$ cat src/rtl/battle_ctl.sv
// Battleship game-flow controller: mouse clicks to board cells, ship placement,
// turn alternation over shot/answer/result handshakes, and win/lose detection.
module battle_ctl #(
   parameter int GRID_N    = 10,
   parameter int CELL_LOG2 = 5,
   parameter int OWN_X0    = 96,
   parameter int ENEMY_X0  = 608,
   parameter int GRID_Y0   = 193,
   parameter int SHIPS     = 10
) (
   input  logic        clk,
   input  logic        rst,
   input  logic        frame_tick,
   input  logic        mouse_left,
   input  logic [11:0] mouse_xpos,
   input  logic [11:0] mouse_ypos,
   input  logic        start_button,
   input  logic        first_player,
   input  logic        rx_shot_valid,
   input  logic [7:0]  rx_shot_pos,
   output logic        ans_valid,
   output logic        ans_hit,
   output logic        shot_valid,
   output logic [7:0]  shot_pos,
   input  logic        shot_ready,
   input  logic        res_valid,
   input  logic        res_hit,
   output logic [2:0]  state_o,
   output logic [7:0]  cursor_pos,
   output logic [7:0]  ships_left,
   output logic [7:0]  hits,
   output logic        game_over,
   output logic        win,
   output logic        proto_err
);

   // state    | meaning
   // IDLE     | waiting for start_button
   // PLACE    | own-board clicks place ship cells until SHIPS are placed
   // WAIT_OPP | waiting for the opponent's shot, answer it next cycle
   // AIM      | waiting for an enemy-board click on a fresh cell
   // FIRE     | shot_valid held until the link accepts it
   // RESULT   | waiting for the opponent's hit/miss verdict on our shot
   // OVER     | game finished, win tells who won; start restarts
   typedef enum logic [2:0] {
      S_IDLE     = 3'd0,
      S_PLACE    = 3'd1,
      S_WAIT_OPP = 3'd2,
      S_AIM      = 3'd3,
      S_FIRE     = 3'd4,
      S_RESULT   = 3'd5,
      S_OVER     = 3'd6
   } state_t;

   localparam int         CELLS    = GRID_N * GRID_N;
   localparam int         IDX_W    = (CELLS > 1) ? $clog2(CELLS) : 1;
   localparam int         BOARD_PX = GRID_N << CELL_LOG2;
   localparam logic [7:0] SHIPS_C  = 8'(SHIPS);

   state_t             r_state;
   state_t             w_state_nxt;
   logic [CELLS-1:0]   r_own;
   logic [CELLS-1:0]   r_shot;
   logic               r_mouse_prev;
   logic [7:0]         r_cursor;
   logic [7:0]         r_ships_left;
   logic [7:0]         r_hits;
   logic               r_ans_valid;
   logic               r_ans_hit;
   logic               r_shot_valid;
   logic [7:0]         r_shot_pos;
   logic               r_win;
   logic               r_proto_err;

   logic [12:0]        w_x13;
   logic [12:0]        w_y13;
   logic               w_click;
   logic               w_in_y;
   logic               w_in_own;
   logic               w_in_enemy;
   logic [3:0]         w_row;
   logic [3:0]         w_col;
   logic [IDX_W-1:0]   w_click_idx;
   logic               w_rx_in;
   logic [IDX_W-1:0]   w_rx_idx;
   logic               w_rx_hit;
   logic [IDX_W-1:0]   w_shot_idx;

   logic               w_place;
   logic               w_answer;
   logic               w_load_shot;
   logic               w_fire_ack;
   logic               w_result;
   logic               w_win_now;
   logic               w_restart;
   logic               w_err;

   // Coordinates widened to 13 bits so the board-relative subtraction never wraps.
   assign w_x13      = {1'b0, mouse_xpos};
   assign w_y13      = {1'b0, mouse_ypos};
   assign w_click    = frame_tick & mouse_left & ~r_mouse_prev;
   assign w_in_y     = (w_y13 >= 13'(GRID_Y0)) && (w_y13 < 13'(GRID_Y0 + BOARD_PX));
   assign w_in_own   = w_in_y && (w_x13 >= 13'(OWN_X0)) && (w_x13 < 13'(OWN_X0 + BOARD_PX));
   assign w_in_enemy = w_in_y && (w_x13 >= 13'(ENEMY_X0)) && (w_x13 < 13'(ENEMY_X0 + BOARD_PX));
   assign w_row      = 4'((w_y13 - 13'(GRID_Y0)) >> CELL_LOG2);
   assign w_col      = w_in_own ? 4'((w_x13 - 13'(OWN_X0)) >> CELL_LOG2)
                                : 4'((w_x13 - 13'(ENEMY_X0)) >> CELL_LOG2);
   assign w_click_idx = IDX_W'(32'(w_row) * GRID_N + 32'(w_col));

   assign w_rx_in  = ({1'b0, rx_shot_pos[7:4]} < 5'(GRID_N)) &&
                     ({1'b0, rx_shot_pos[3:0]} < 5'(GRID_N));
   assign w_rx_idx = IDX_W'(32'(rx_shot_pos[7:4]) * GRID_N + 32'(rx_shot_pos[3:0]));
   assign w_rx_hit = w_rx_in && r_own[w_rx_idx];

   assign w_shot_idx = IDX_W'(32'(r_shot_pos[7:4]) * GRID_N + 32'(r_shot_pos[3:0]));

   always_ff @(posedge clk or negedge rst) begin
      if (!rst) r_state <= S_IDLE;
      else      r_state <= w_state_nxt;
   end

   always_comb begin
      w_state_nxt = r_state;
      w_place     = 1'b0;
      w_answer    = 1'b0;
      w_load_shot = 1'b0;
      w_fire_ack  = 1'b0;
      w_result    = 1'b0;
      w_win_now   = 1'b0;
      w_restart   = 1'b0;
      w_err       = (rx_shot_valid && (r_state != S_WAIT_OPP)) ||
                    (res_valid && (r_state != S_RESULT));
      case (r_state)
         S_IDLE: begin
            if (start_button) w_state_nxt = S_PLACE;
         end
         S_PLACE: begin
            if (r_ships_left >= SHIPS_C)
               w_state_nxt = first_player ? S_AIM : S_WAIT_OPP;
            else if (w_click && w_in_own && !r_own[w_click_idx])
               w_place = 1'b1;
         end
         S_WAIT_OPP: begin
            if (rx_shot_valid) begin
               w_answer = 1'b1;
               if (!w_rx_in) w_err = 1'b1;
               // The answer that sinks our last ship ends the game as a loss.
               w_state_nxt = (w_rx_hit && (r_ships_left <= 8'd1)) ? S_OVER : S_AIM;
            end
         end
         S_AIM: begin
            if (w_click && w_in_enemy && !r_shot[w_click_idx]) begin
               w_load_shot = 1'b1;
               w_state_nxt = S_FIRE;
            end
         end
         S_FIRE: begin
            if (r_shot_valid && shot_ready) begin
               w_fire_ack  = 1'b1;
               w_state_nxt = S_RESULT;
            end
         end
         S_RESULT: begin
            if (res_valid) begin
               w_result    = 1'b1;
               w_win_now   = res_hit && (r_hits >= (SHIPS_C - 8'd1));
               w_state_nxt = w_win_now ? S_OVER : S_WAIT_OPP;
            end
         end
         S_OVER: begin
            if (start_button) begin
               w_restart   = 1'b1;
               w_state_nxt = S_IDLE;
            end
         end
         default: w_state_nxt = S_IDLE;
      endcase
   end

   always_ff @(posedge clk or negedge rst) begin
      if (!rst) begin
         r_own        <= '0;
         r_shot       <= '0;
         r_mouse_prev <= 1'b0;
         r_cursor     <= 8'd0;
         r_ships_left <= 8'd0;
         r_hits       <= 8'd0;
         r_ans_valid  <= 1'b0;
         r_ans_hit    <= 1'b0;
         r_shot_valid <= 1'b0;
         r_shot_pos   <= 8'd0;
         r_win        <= 1'b0;
         r_proto_err  <= 1'b0;
      end else begin
         if (frame_tick) r_mouse_prev <= mouse_left;
         if (w_click && (w_in_own || w_in_enemy)) r_cursor <= {w_row, w_col};
         r_ans_valid <= w_answer;
         if (w_answer) r_ans_hit <= w_rx_hit;
         if (w_answer && w_rx_hit) begin
            r_own[w_rx_idx] <= 1'b0;
            if (r_ships_left != 8'd0) r_ships_left <= r_ships_left - 8'd1;
         end
         if (w_place) begin
            r_own[w_click_idx] <= 1'b1;
            if (r_ships_left != 8'hFF) r_ships_left <= r_ships_left + 8'd1;
         end
         if (w_load_shot) begin
            r_shot_valid <= 1'b1;
            r_shot_pos   <= {w_row, w_col};
         end
         if (w_fire_ack) begin
            r_shot_valid       <= 1'b0;
            r_shot[w_shot_idx] <= 1'b1;
         end
         if (w_result && res_hit && (r_hits != 8'hFF)) r_hits <= r_hits + 8'd1;
         if (w_win_now) r_win <= 1'b1;
         if (w_err) r_proto_err <= 1'b1;
         // Restart wins over everything else updated in the same cycle.
         if (w_restart) begin
            r_own        <= '0;
            r_shot       <= '0;
            r_cursor     <= 8'd0;
            r_ships_left <= 8'd0;
            r_hits       <= 8'd0;
            r_ans_hit    <= 1'b0;
            r_shot_pos   <= 8'd0;
            r_win        <= 1'b0;
            r_proto_err  <= 1'b0;
         end
      end
   end

   assign ans_valid  = r_ans_valid;
   assign ans_hit    = r_ans_hit;
   assign shot_valid = r_shot_valid;
   assign shot_pos   = r_shot_pos;
   assign state_o    = r_state;
   assign cursor_pos = r_cursor;
   assign ships_left = r_ships_left;
   assign hits       = r_hits;
   assign game_over  = (r_state == S_OVER);
   assign win        = r_win;
   assign proto_err  = r_proto_err;

endmodule

$ cat config.mk
export PLATFORM = sky130hd
export DESIGN_NAME = battle_ctl
export DESIGN_NICKNAME = d
export VERILOG_FILES = /design/src/rtl/battle_ctl.sv
export SDC_FILE = /design/constraint.sdc
export NUM_CORES = 1
export LEC_CHECK = 0
export CAP_MARGIN = 30
export CORE_UTILIZATION = 61
export DETAILED_ROUTE_END_ITERATION = 7
export PLACE_DENSITY = 0.89
export SYNTH_ARGS = -nofsm -noshare
export SYNTH_HDL_FRONTEND = slang
export SYNTH_SLANG_ARGS = --single-unit
$ cat constraint.sdc
create_clock -name clk -period 3.5 [get_ports clk]
set_clock_uncertainty 0.05 [all_clocks]
set_input_delay 0.875 -clock clk [delete_from_list [all_inputs] [get_ports clk]]
set_output_delay 0.875 -clock clk [all_outputs]
set_load 0.01 [all_outputs]
==> results of run 1 <==
==> metal layers <==
layer,GRT overflow,track usage
met3,1,0.720
met1,0,0.786
met2,4,0.918
met4,11,0.764
met5,0,0.499
==> Yosys cell counts, drive strengths merged (5+ instances only) <==
| cell type | count | area [µm²] |
|---|---|---|
| dfrtp | 241 | 6030 |
| nor2 | 160 | 601 |
| a21oi | 129 | 646 |
| o21ai | 129 | 646 |
| o211ai | 105 | 788 |
| nand2 | 99 | 372 |
| clkbuf | 53 | 203 |
| buf | 42 | 270 |
| mux2i | 42 | 420 |
| mux4 | 41 | 923 |
| ha | 26 | 325 |
| mux2 | 25 | 282 |
| nand3 | 22 | 115 |
| inv | 21 | 78.8 |
| a221oi | 19 | 166 |
| or3 | 18 | 133 |
| xnor2 | 18 | 158 |
| nand2b | 17 | 106 |
| nor3 | 15 | 75.1 |
| nor2b | 14 | 87.6 |
| a31oi | 12 | 75.1 |
| o22ai | 12 | 81.3 |
| or2 | 12 | 75.1 |
| a22oi | 9 | 67.6 |
| xor2 | 9 | 78.8 |
| a211oi | 7 | 52.6 |
| a21o | 7 | 52.6 |
| nand4 | 7 | 43.8 |
| nor4 | 7 | 43.8 |
| a22o | 6 | 52.6 |
| and2 | 6 | 37.5 |
| nand3b | 6 | 45.0 |
| or4 | 6 | 45.0 |
| or4b | 6 | 67.6 |
| fa | 5 | 100 |
| nor3b | 5 | 37.5 |
| o31ai | 5 | 37.5 |
| o32ai | 5 | 43.8 |
==> stage by stage <==
step | cell area (µm²) | TNS, ps
after CTS | 18200 | -95840
after global placement | 16300 | -191660
after floorplan | 14000 | -120410
after detailed placement | 16300 | -207670
==> timing repair <==
item / CTS
setup buffers: 27
gates resized for setup: 274
pin swaps: 104
gates cloned: 7
endpoints found under the setup margin: 121
hold buffers: 0
==> cells by family after synthesis <==
logic type      Yosys count  share of synthesized area
flops                   241                      0.433
fa+ha+maj                31                     0.0306
mux                     108                      0.117
compound gates          484                      0.220
xor+xnor                 27                     0.0170
buf+inv                 117                     0.0399
simple gates            413                      0.143
==> tab_implementation.tex, run 1 <==
\begin{tabular}{lr}
\hline
Metric & Value \\
\hline
\multicolumn{2}{l}{\textbf{Outcome}} \\
Status & aborted with a tool error \\
Stop stage & global routing \\
First error & [ERROR GRT-0232] Routing congestion too high. Check the congestion heatmap in the GUI. \\
\multicolumn{2}{l}{\textbf{Logic synthesis}} \\
Post-synth ARST share & 1.00 \\
Cell area after synthesis & 13900 µm² \\
Post-synth net total & 1494 \\
Number of enable-type register cells in the synthesized netlist & 0 \\
Gate count after technology mapping & 1421 \\
Sequential element share of the synthesized area & 0.433 \\
Syn. warnings & 0 \\
Leading register cell type out of synthesis & sky130\_fd\_sc\_hd\_\_dfrtp\_1 \\
Total of flip-flops plus latches after synthesis & 241 \\
Post-Syn Area per Cell & 9.80 µm² \\
Number of different library cells in the post-synthesis netlist & 73 \\
\multicolumn{2}{l}{\textbf{Global route}} \\
Global route overflow & 16 \\
Total routing usage reported by global routing & 0.798 \\
Maximum number of pins on one net before global-route repair & 106 \\
Antenna violations before repair & 14 \\
\multicolumn{2}{l}{\textbf{Clocking}} \\
Total clock buffers created by CTS & 25 \\
Maximum clock insertion buffer count & 3 \\
CTS H-tree lvls & 1 \\
CTS Root Buffer Type & sky130\_fd\_sc\_hd\_\_clkbuf\_16 \\
Clk sink count & 241 \\
\multicolumn{2}{l}{\textbf{Place}} \\
HPWL after DPL & 31.4 mm \\
Number of I/O port buffers & 82 \\
Worst slack at placement & -1900 ps \\
Routability cong. & 0.954 \\
Inst Count DP & 1890 \\
\multicolumn{2}{l}{\textbf{Die}} \\
Die width & 153 µm \\
I/O pin cnt & 83 \\
Die height & 153 µm \\
Row count & 54 \\
Starting utilization of the core area & 0.630 \\
\multicolumn{2}{l}{\textbf{STA}} \\
Last reported worst endpoint of the global-route repair pass & r\_own[16]\$\_DFF\_PN0\_/D \\
Pin type at the end of the worst path & sequential cell input \\
\hline
\end{tabular}
==> inputs of run 2 (changes only) <==
Settings changed: CORE_UTILIZATION 61 to 40, PLACE_DENSITY 0.89 to unset, PLACE_DENSITY_LB_ADDON set to 0.15.
==> run 2 against run 1 <==
Compared with the run above:
- the flow now finishes, with violations (negative setup slack)
- synthesized area unchanged
- synthesized cell count did not move
==> tab_implementation.tex, run 2 <==
\begin{tabular}{lr}
\hline
Metric & Value \\
\hline
\multicolumn{2}{l}{\textbf{Layout}} \\
Fill cell instance count of the final layout & 2992 \\
Combined area of the multi-input logic cells & 8290 µm² \\
Number of antenna repair diodes & 0 \\
Layout cells sized above 1 & 0.326 \\
Biggest regs & r\_own x100, r\_shot x100 \\
Final cell area excluding filler cells & 18800 µm² \\
Final cell utilization of the core & 0.555 \\
Top library cells by usage in the layout, fill and taps aside & 241 x sky130\_fd\_sc\_hd\_\_dfrtp\_1, 184 x sky130\_fd\_sc\_hd\_\_buf\_4, 157 x sky130\_fd\_sc\_hd\_\_nor2\_1 \\
Post-route non-filler standard cell count & 2139 \\
Reg area & 6030 µm² \\
Commonest non-fill, non-tap cell in the layout & sky130\_fd\_sc\_hd\_\_dfrtp\_1 \\
NumNets Final & 1742 \\
Growth of design area from synthesis to finish & 35.0\% \\
\multicolumn{2}{l}{\textbf{STA}} \\
Fmax & 233 MHz \\
Setup repair after global routing missed its margin & true \\
Final setup TNS & -82580 ps \\
Transition time at the pin with the least slew margin & 815 ps \\
Setup violation total in the final timing report & 121 \\
Number of max-slew violations in the final report & 0 \\
Period utilisation layout & 1.23 \\
Count of final hold-check violations & 0 \\
Tightest slew margin relative to the limit & 0.456 \\
Post-layout minimum cycle time & 4300 ps \\
Minimum hold slack & 336 ps \\
Min setup slack post-route & -800 ps \\
\multicolumn{2}{l}{\textbf{Setup path}} \\
CP required & 3930 ps \\
Slowest stage cell on the critical path & sky130\_fd\_sc\_hd\_\_fa\_2 \\
Worst setup path class & in2reg \\
Critical Path End Type & flip-flop \\
Element type at the critical path start & primary input \\
Highest net fanout along the worst path & 7 \\
Cell chain of the critical path & buf\_6 > or3\_4 > nor3\_4 > xor2\_2 > ha\_2 > fa\_2 > buf\_12 > buf\_12 > buf\_8 > mux4\_2 > nor3\_2 > nor2\_1 > nand3\_1 > a22o\_1 > nand4\_1 > or2\_4 > or3\_4 > o21ai\_1 \\
Setup slack of the most critical reg-to-reg path & 210 ps \\
Data arrival at the endpoint of the critical path & 4730 ps \\
Worst stage delay on the critical path & 510 ps \\
\multicolumn{2}{l}{\textbf{Global route}} \\
Antenna violations before repair & 0 \\
Maximum number of pins on one net before global-route repair & 95 \\
Total routing usage reported by global routing & 0.273 \\
Number of global-route vias before repair & 12800 \\
Global route overflow & 0 \\
First-pass GRT wire length & 75.5 mm \\
\multicolumn{2}{l}{\textbf{Clocking}} \\
TritonCTS clock tree & done \\
Total clock buffers created by CTS & 28 (+12\%) \\
Hold-fix buffers at CTS & 0 (unchanged) \\
Clock latency on the worst-skew pair & 560 ps \\
Clk sink count & 241 (unchanged) \\
Maximum clock insertion buffer count & 3 (unchanged) \\
Clock transition at the register clock pins on the worst setup and hold paths after CTS & 60 ps \\
CTS Root Buffer Type & sky130\_fd\_sc\_hd\_\_clkbuf\_16 \\
CTS H-tree lvls & 1 (unchanged) \\
\multicolumn{2}{l}{\textbf{Die}} \\
Floorplan Core Area & 33900 µm² \\
Area of the die & 35600 µm² \\
Die width & 189 µm (+23\%) \\
I/O pin cnt & 83 (unchanged) \\
Starting utilization of the core area & 0.411 (-0.219) \\
Die height & 189 µm (+23\%) \\
Row count & 67 (+24\%) \\
\multicolumn{2}{l}{\textbf{Drt}} \\
WL per Instance & 22.6 µm \\
Final Routed Wirelength & 48.3 mm \\
Residual DRC count & 0 \\
Post-route ant nets & 0 \\
Violation count after the first detailed-route iteration & 1342 \\
Via-to-Cell Ratio & 6.09 \\
Vias after detailed routing & 13000 \\
Number of optimization iterations in the first detailed-route pass & 5 \\
\multicolumn{2}{l}{\textbf{Pwr}} \\
Pleak & 8.32 nW \\
Power density normalized to cell area & 451 nW/µm² \\
Max VDD drop & 0.412 mV \\
\multicolumn{2}{l}{\textbf{Place}} \\
Inst Count DP & 2062 (+9.1\%) \\
Number of I/O port buffers & 82 (unchanged) \\
Area after DPL & 16600 µm² (+1.9\%) \\
HPWL after DPL & 32.6 mm (+4.0\%) \\
Routability cong. & 0.882 (-7.6\%) \\
\multicolumn{2}{l}{\textbf{Logic synthesis}} \\
Gate count after technology mapping & 1421 (unchanged) \\
Total of flip-flops plus latches after synthesis & 241 (unchanged) \\
Post-synth net total & 1494 (unchanged) \\
Cell area after synthesis & 13900 µm² (unchanged) \\
Sequential element share of the synthesized area & 0.433 (unchanged) \\
Ranking of synthesized cells by area & sky130\_fd\_sc\_hd\_\_dfrtp\_1 43\%, sky130\_fd\_sc\_hd\_\_mux4\_2 6.6\%, sky130\_fd\_sc\_hd\_\_o211ai\_1 5.7\% \\
Syn. warnings & 0 (unchanged) \\
Leading cell type by number of instances after synthesis & sky130\_fd\_sc\_hd\_\_dfrtp\_1 \\
Number of enable-type register cells in the synthesized netlist & 0 (unchanged) \\
Post-Syn Area per Cell & 9.80 µm² (unchanged) \\
Post-synth ARST share & 1.00 (unchanged) \\
Most area-hungry cell type in the Yosys netlist & sky130\_fd\_sc\_hd\_\_dfrtp\_1 \\
Number of different library cells in the post-synthesis netlist & 73 (unchanged) \\
Leading post-synthesis cells by instance count & 241 x sky130\_fd\_sc\_hd\_\_dfrtp\_1, 160 x sky130\_fd\_sc\_hd\_\_nor2\_1, 129 x sky130\_fd\_sc\_hd\_\_a21oi\_1, 106 x sky130\_fd\_sc\_hd\_\_o21ai\_0, 105 x sky130\_fd\_sc\_hd\_\_o211ai\_1 \\
Area share of the largest cell type after synthesis & 0.433 (unchanged) \\
Leading register cell type out of synthesis & sky130\_fd\_sc\_hd\_\_dfrtp\_1 \\
\multicolumn{2}{l}{\textbf{Outcome}} \\
Status & finished with violations \\
Violations in the final reports & negative setup slack \\
\multicolumn{2}{l}{\textbf{Job}} \\
Max Cap Viol & 0 \\
\multicolumn{2}{l}{\textbf{Hold path}} \\
Class of the tightest hold or removal check & in2async \\
\hline
\end{tabular}
[run 2: cell counts after synthesis]
No cell type changed its count.
[run 2: path summary, 6_finish.rpt]
| path | cells past startpoint | from | endpoint |
|---|---|---|---|
| setup / recovery | 18 | mouse_ypos[2] | r_own[74] |
| hold / removal | 1 | rst | r_own[83] |
| setup reg to reg | 9 | r_own[72] | r_own[51] |
| hold reg to reg | 2 | r_shot[87] | r_shot[87] |
| max in group asynchronous | 2 | rst | r_shot[98] |
| min in group clk | 2 | r_shot[87] | r_shot[87] |
[run 2: through the flow]
step                      worst slack (ps)  total power, mW
after floorplan                      -1260             3.98
after global placement               -1700             5.08
after detailed placement             -1800             5.09
after CTS                             -864             8.44
after global routing                  -957             8.81
final                                 -800             8.49
[run 2: power by group]
group          leakage [nW]  switching, mW  internal (mW)
registers              3.32         0.0348           2.82
logic                  4.51           1.39           1.13
clock network         0.483           1.24           1.87
total                  8.32           2.66           5.83
[run 2: worst max-delay path, delay by kind of cell]
kind	cells	cell delay, ps
fa+ha+maj	2	740
mux	1	300
compound gates	2	300
xor+xnor	1	220
buf+inv	4	530
simple gates	8	1740
[run 2: layer usage]
metal	wire [µm]	vias to the layer above	global-route usage
li1	-	5850	-
met4	1410	0	0.0834
met1	21400	6455	0.396
met5	0	-	0
met3	4040	103	0.0477
met2	21400	627	0.413
[run 2: cells by family after synthesis]
group | count (synthesis) | share of synthesized area
adders and majority gates | 31 | 0.0306
muxes | 108 | 0.117
buffers and inverters | 117 | 0.0399
AOI/OAI and AO/OA | 484 | 0.220
and+or+nand+nor | 413 | 0.143
DFF | 241 | 0.433
xor gates and xnor gates | 27 | 0.0170
[run 2: cell type report]
type                            count  area share
Clock inverter                     18      0.0111
Timing Repair Buffer              309       0.152
Tap cell                          448      0.0298
Multi-Input combinational cell   1067       0.441
Clock buffer                       34      0.0412
Inverter                           22     0.00439
Sequential cell                   241       0.321
[run 2: repair_timing]
action                     4_1_cts  5_1_grt
pin swaps                       66       45
cloned                           5        0
buffers inserted                21        5
setup endpoints to repair      121      121
gates resized for setup        233       99
Power figures use the tool's default switching activity.
==> inputs of run 3 (changes only) <==
Settings changed: PLACE_DENSITY_LB_ADDON 0.15 to unset.
==> run 3 against run 2 <==
Compared with the run above:
- the flow still finishes with violations (negative setup slack)
- worst setup slack got worse by 230 ps
- total power shrank 1.3%
- final cell count grew 0.28%
- largest power group unchanged
- largest cell class unchanged
- final area increased by 0.29%
- flip-flop and latch count unchanged
- die area did not move
- sequential share of layout area decreased by 0.092 points
==> tab_implementation.tex, run 3 (synthesis results as in run 2) <==
\begin{tabular}{lr}
\hline
Metric & Value \\
\hline
\multicolumn{2}{l}{\textbf{Die}} \\
Starting utilization of the core area & 0.411 (unchanged) \\
Die width & 189 µm (unchanged) \\
Die height & 189 µm (unchanged) \\
Area of the die & 35600 µm² (unchanged) \\
Row count & 67 (unchanged) \\
I/O pin cnt & 83 (unchanged) \\
Floorplan Core Area & 33900 µm² (unchanged) \\
\multicolumn{2}{l}{\textbf{Clocking}} \\
Total clock buffers created by CTS & 26 (-7.1\%) \\
CTS H-tree lvls & 1 (unchanged) \\
TritonCTS clock tree & done \\
CTS Root Buffer Type & sky130\_fd\_sc\_hd\_\_clkbuf\_16 \\
Clk sink count & 241 (unchanged) \\
Clock latency on the worst-skew pair & 540 ps (-20 ps) \\
Clock transition at the register clock pins on the worst setup and hold paths after CTS & 60 ps (about the same) \\
Hold-fix buffers at CTS & 0 (unchanged) \\
Maximum clock insertion buffer count & 3 (unchanged) \\
\multicolumn{2}{l}{\textbf{Global route}} \\
First-pass GRT wire length & 75.5 mm (about the same) \\
Maximum number of pins on one net before global-route repair & 95 (unchanged) \\
Global route overflow & 0 (unchanged) \\
Total routing usage reported by global routing & 0.271 (-0.00205) \\
Antenna violations before repair & 1 (+1) \\
Number of global-route vias before repair & 13100 (+1.9\%) \\
\multicolumn{2}{l}{\textbf{Pwr}} \\
Switching part of the total & 0.314 (+0.000647) \\
Int Pwr & 5.75 mW (-1.4\%) \\
Power density normalized to cell area & 444 nW/µm² (-1.6\%) \\
Share of total power in the clock network & 0.346 (-0.020) \\
Pleak & 8.40 nW (+0.92\%) \\
Net switching component of the power & 2.63 mW (-1.1\%) \\
Seq pwr share & 0.343 (+0.006) \\
Max VDD drop & 0.372 mV (-9.6\%) \\
Proportion of power drawn by combinational gates & 0.311 (+0.014) \\
\multicolumn{2}{l}{\textbf{Setup path}} \\
Family with the most delay on the worst path & simple AND/OR/NAND/NOR gates \\
Logic depth of the worst register-to-register path & 10 (+1) \\
Worst stage delay on the critical path & 550 ps (+40 ps) \\
Element type at the critical path start & primary input \\
FF-to-FF End & r\_own[35] \\
Buf/Inv on CP & 4 (unchanged) \\
Timing startpoint of the critical path & mouse\_ypos[4] \\
CP required & 3910 ps (-20 ps) \\
Highest net fanout along the worst path & 7 (unchanged) \\
Setup slack of the most critical reg-to-reg path & 350 ps (+140 ps) \\
Critical Path End Type & flip-flop \\
Data arrival at the endpoint of the critical path & 4930 ps (+200 ps) \\
Cell chain of the critical path & buf\_6 > or3\_4 > nor3\_4 > xor2\_2 > ha\_2 > fa\_2 > buf\_6 > buf\_12 > mux4\_2 > mux2i\_2 > nand2\_1 > and3\_4 > o22ai\_2 > nand4\_1 > or2\_4 > nand3b\_1 > buf\_6 > o21ai\_2 \\
Worst setup path class & in2reg \\
Crit path top cell by count & sky130\_fd\_sc\_hd\_\_buf\_6 \\
Slowest stage cell on the critical path & sky130\_fd\_sc\_hd\_\_fa\_2 \\
Reg-to-reg startpoint & ships\_left[1] \\
\multicolumn{2}{l}{\textbf{Drt}} \\
Via-to-Cell Ratio & 6.10 (+0.12\%) \\
Number of optimization iterations in the first detailed-route pass & 5 (unchanged) \\
WL per Instance & 22.5 µm (-0.31\%) \\
Post-route ant nets & 0 (unchanged) \\
Vias after detailed routing & 13100 (+0.40\%) \\
Violation count after the first detailed-route iteration & 1275 (-5.0\%) \\
Final Routed Wirelength & 48.2 mm (about the same) \\
Residual DRC count & 0 (unchanged) \\
\multicolumn{2}{l}{\textbf{Job}} \\
Max Cap Viol & 0 (unchanged) \\
\multicolumn{2}{l}{\textbf{Layout}} \\
Biggest regs & r\_own x100, r\_shot x100 \\
Commonest non-fill, non-tap cell in the layout & sky130\_fd\_sc\_hd\_\_dfrtp\_1 \\
Layout cells sized above 1 & 0.326 (+0.000616) \\
Fill cell instance count of the final layout & 2918 (-2.5\%) \\
Post-route non-filler standard cell count & 2145 (+0.28\%) \\
Growth of design area from synthesis to finish & 35.4\% \\
NumNets Final & 1752 (+0.57\%) \\
Top library cells by usage in the layout, fill and taps aside & 241 x sky130\_fd\_sc\_hd\_\_dfrtp\_1, 192 x sky130\_fd\_sc\_hd\_\_buf\_4, 156 x sky130\_fd\_sc\_hd\_\_nor2\_1 \\
Number of antenna repair diodes & 0 (unchanged) \\
\multicolumn{2}{l}{\textbf{STA}} \\
Tightest slew margin relative to the limit & 0.504 (+0.0473) \\
Transition time at the pin with the least slew margin & 744 ps (-71.0 ps) \\
Count of final hold-check violations & 0 (unchanged) \\
Fmax & 221 MHz (-5.0\%) \\
Min setup slack post-route & -1030 ps (-226 ps) \\
Setup repair after global routing missed its margin & true \\
Post-layout minimum cycle time & 4530 ps (+226 ps) \\
Number of max-slew violations in the final report & 0 (unchanged) \\
Period utilisation layout & 1.29 (+0.0646) \\
Setup violation total in the final timing report & 120 (-0.83\%) \\
\multicolumn{2}{l}{\textbf{Place}} \\
Inst Count DP & 2070 (+0.39\%) \\
Worst slack at placement & -1800 ps (-3.69 ps) \\
HPWL after DPL & 32.8 mm (+0.52\%) \\
Number of I/O port buffers & 82 (unchanged) \\
Routability cong. & 0.897 (+1.7\%) \\
\multicolumn{2}{l}{\textbf{Hold path}} \\
Class of the tightest hold or removal check & in2async \\
\multicolumn{2}{l}{\textbf{Outcome}} \\
Violations in the final reports & negative setup slack \\
Status & finished with violations \\
\hline
\end{tabular}
-- run 3: timing repair --
action / in CTS / in global routing
cloned: 6 / 1
buffers inserted: 17 / 13
pin swaps: 75 / 46
endpoints found under the setup margin: 121 / 121
hold endpoints to repair: 0 / 0
resized for setup: 237 / 113
-- run 3: layer usage --
layer  global-route usage  wire, µm
met5                    0        13
met4               0.0949      1650
met3               0.0585      4550
met2                0.417     21900
met1                0.375     20100
-- run 3: stage by stage --
stage / area [µm²] / TNS, ps / util / power (mW) / hold WS (ps)
3_5_place_dp: 16700 / -203070 / 0.492 / 5.06 / 427
4_1_cts: 18400 / -100220 / 0.544 / 8.22 / 335
2_1_floorplan: 14000 / -120410 / - / 3.98 / 404
6_report: 18900 / -101470 / 0.557 / 8.38 / 289
3_3_place_gp: 16700 / -196430 / 0.492 / 5.04 / 422
5_1_grt: 18900 / -113850 / 0.557 / 8.69 / 336
-- run 3: final cells by class --
class | instances | area [µm²] | share of cell area
flip-flops and latches | 241 | 6030 | 0.320
clock inverters | 11 | 141 | 0.00750
inverters | 22 | 90.1 | 0.00478
multi-input cells | 1064 | 8250 | 0.438
clock buffers | 35 | 756 | 0.0401
repair buffers | 324 | 3020 | 0.160
well taps | 448 | 561 | 0.0297
-- run 3: power groups by stage --
stage | logic [mW] | clock network [mW] | registers (mW)
6_report | 2.61 | 2.90 | 2.87
5_1_grt | 2.78 | 3.04 | 2.87
4_1_cts | 2.43 | 2.93 | 2.87
3_5_place_dp | 2.14 | 0 | 2.92
3_3_place_gp | 2.13 | 0 | 2.92
2_1_floorplan | 1.05 | 0 | 2.93
-- run 3: worst max-delay path by stage --
stage / cells after the start / to / slack (ps)
2_1_floorplan: 18 / r_own[40] / -1260
3_3_place_gp: 17 / r_own[51] / -1710
3_5_place_dp: 18 / state_o[0] / -1800
4_1_cts: 17 / r_own[35] / -1030
5_1_grt: 17 / r_own[35] / -1110
6_report: 18 / r_own[35] / -1030
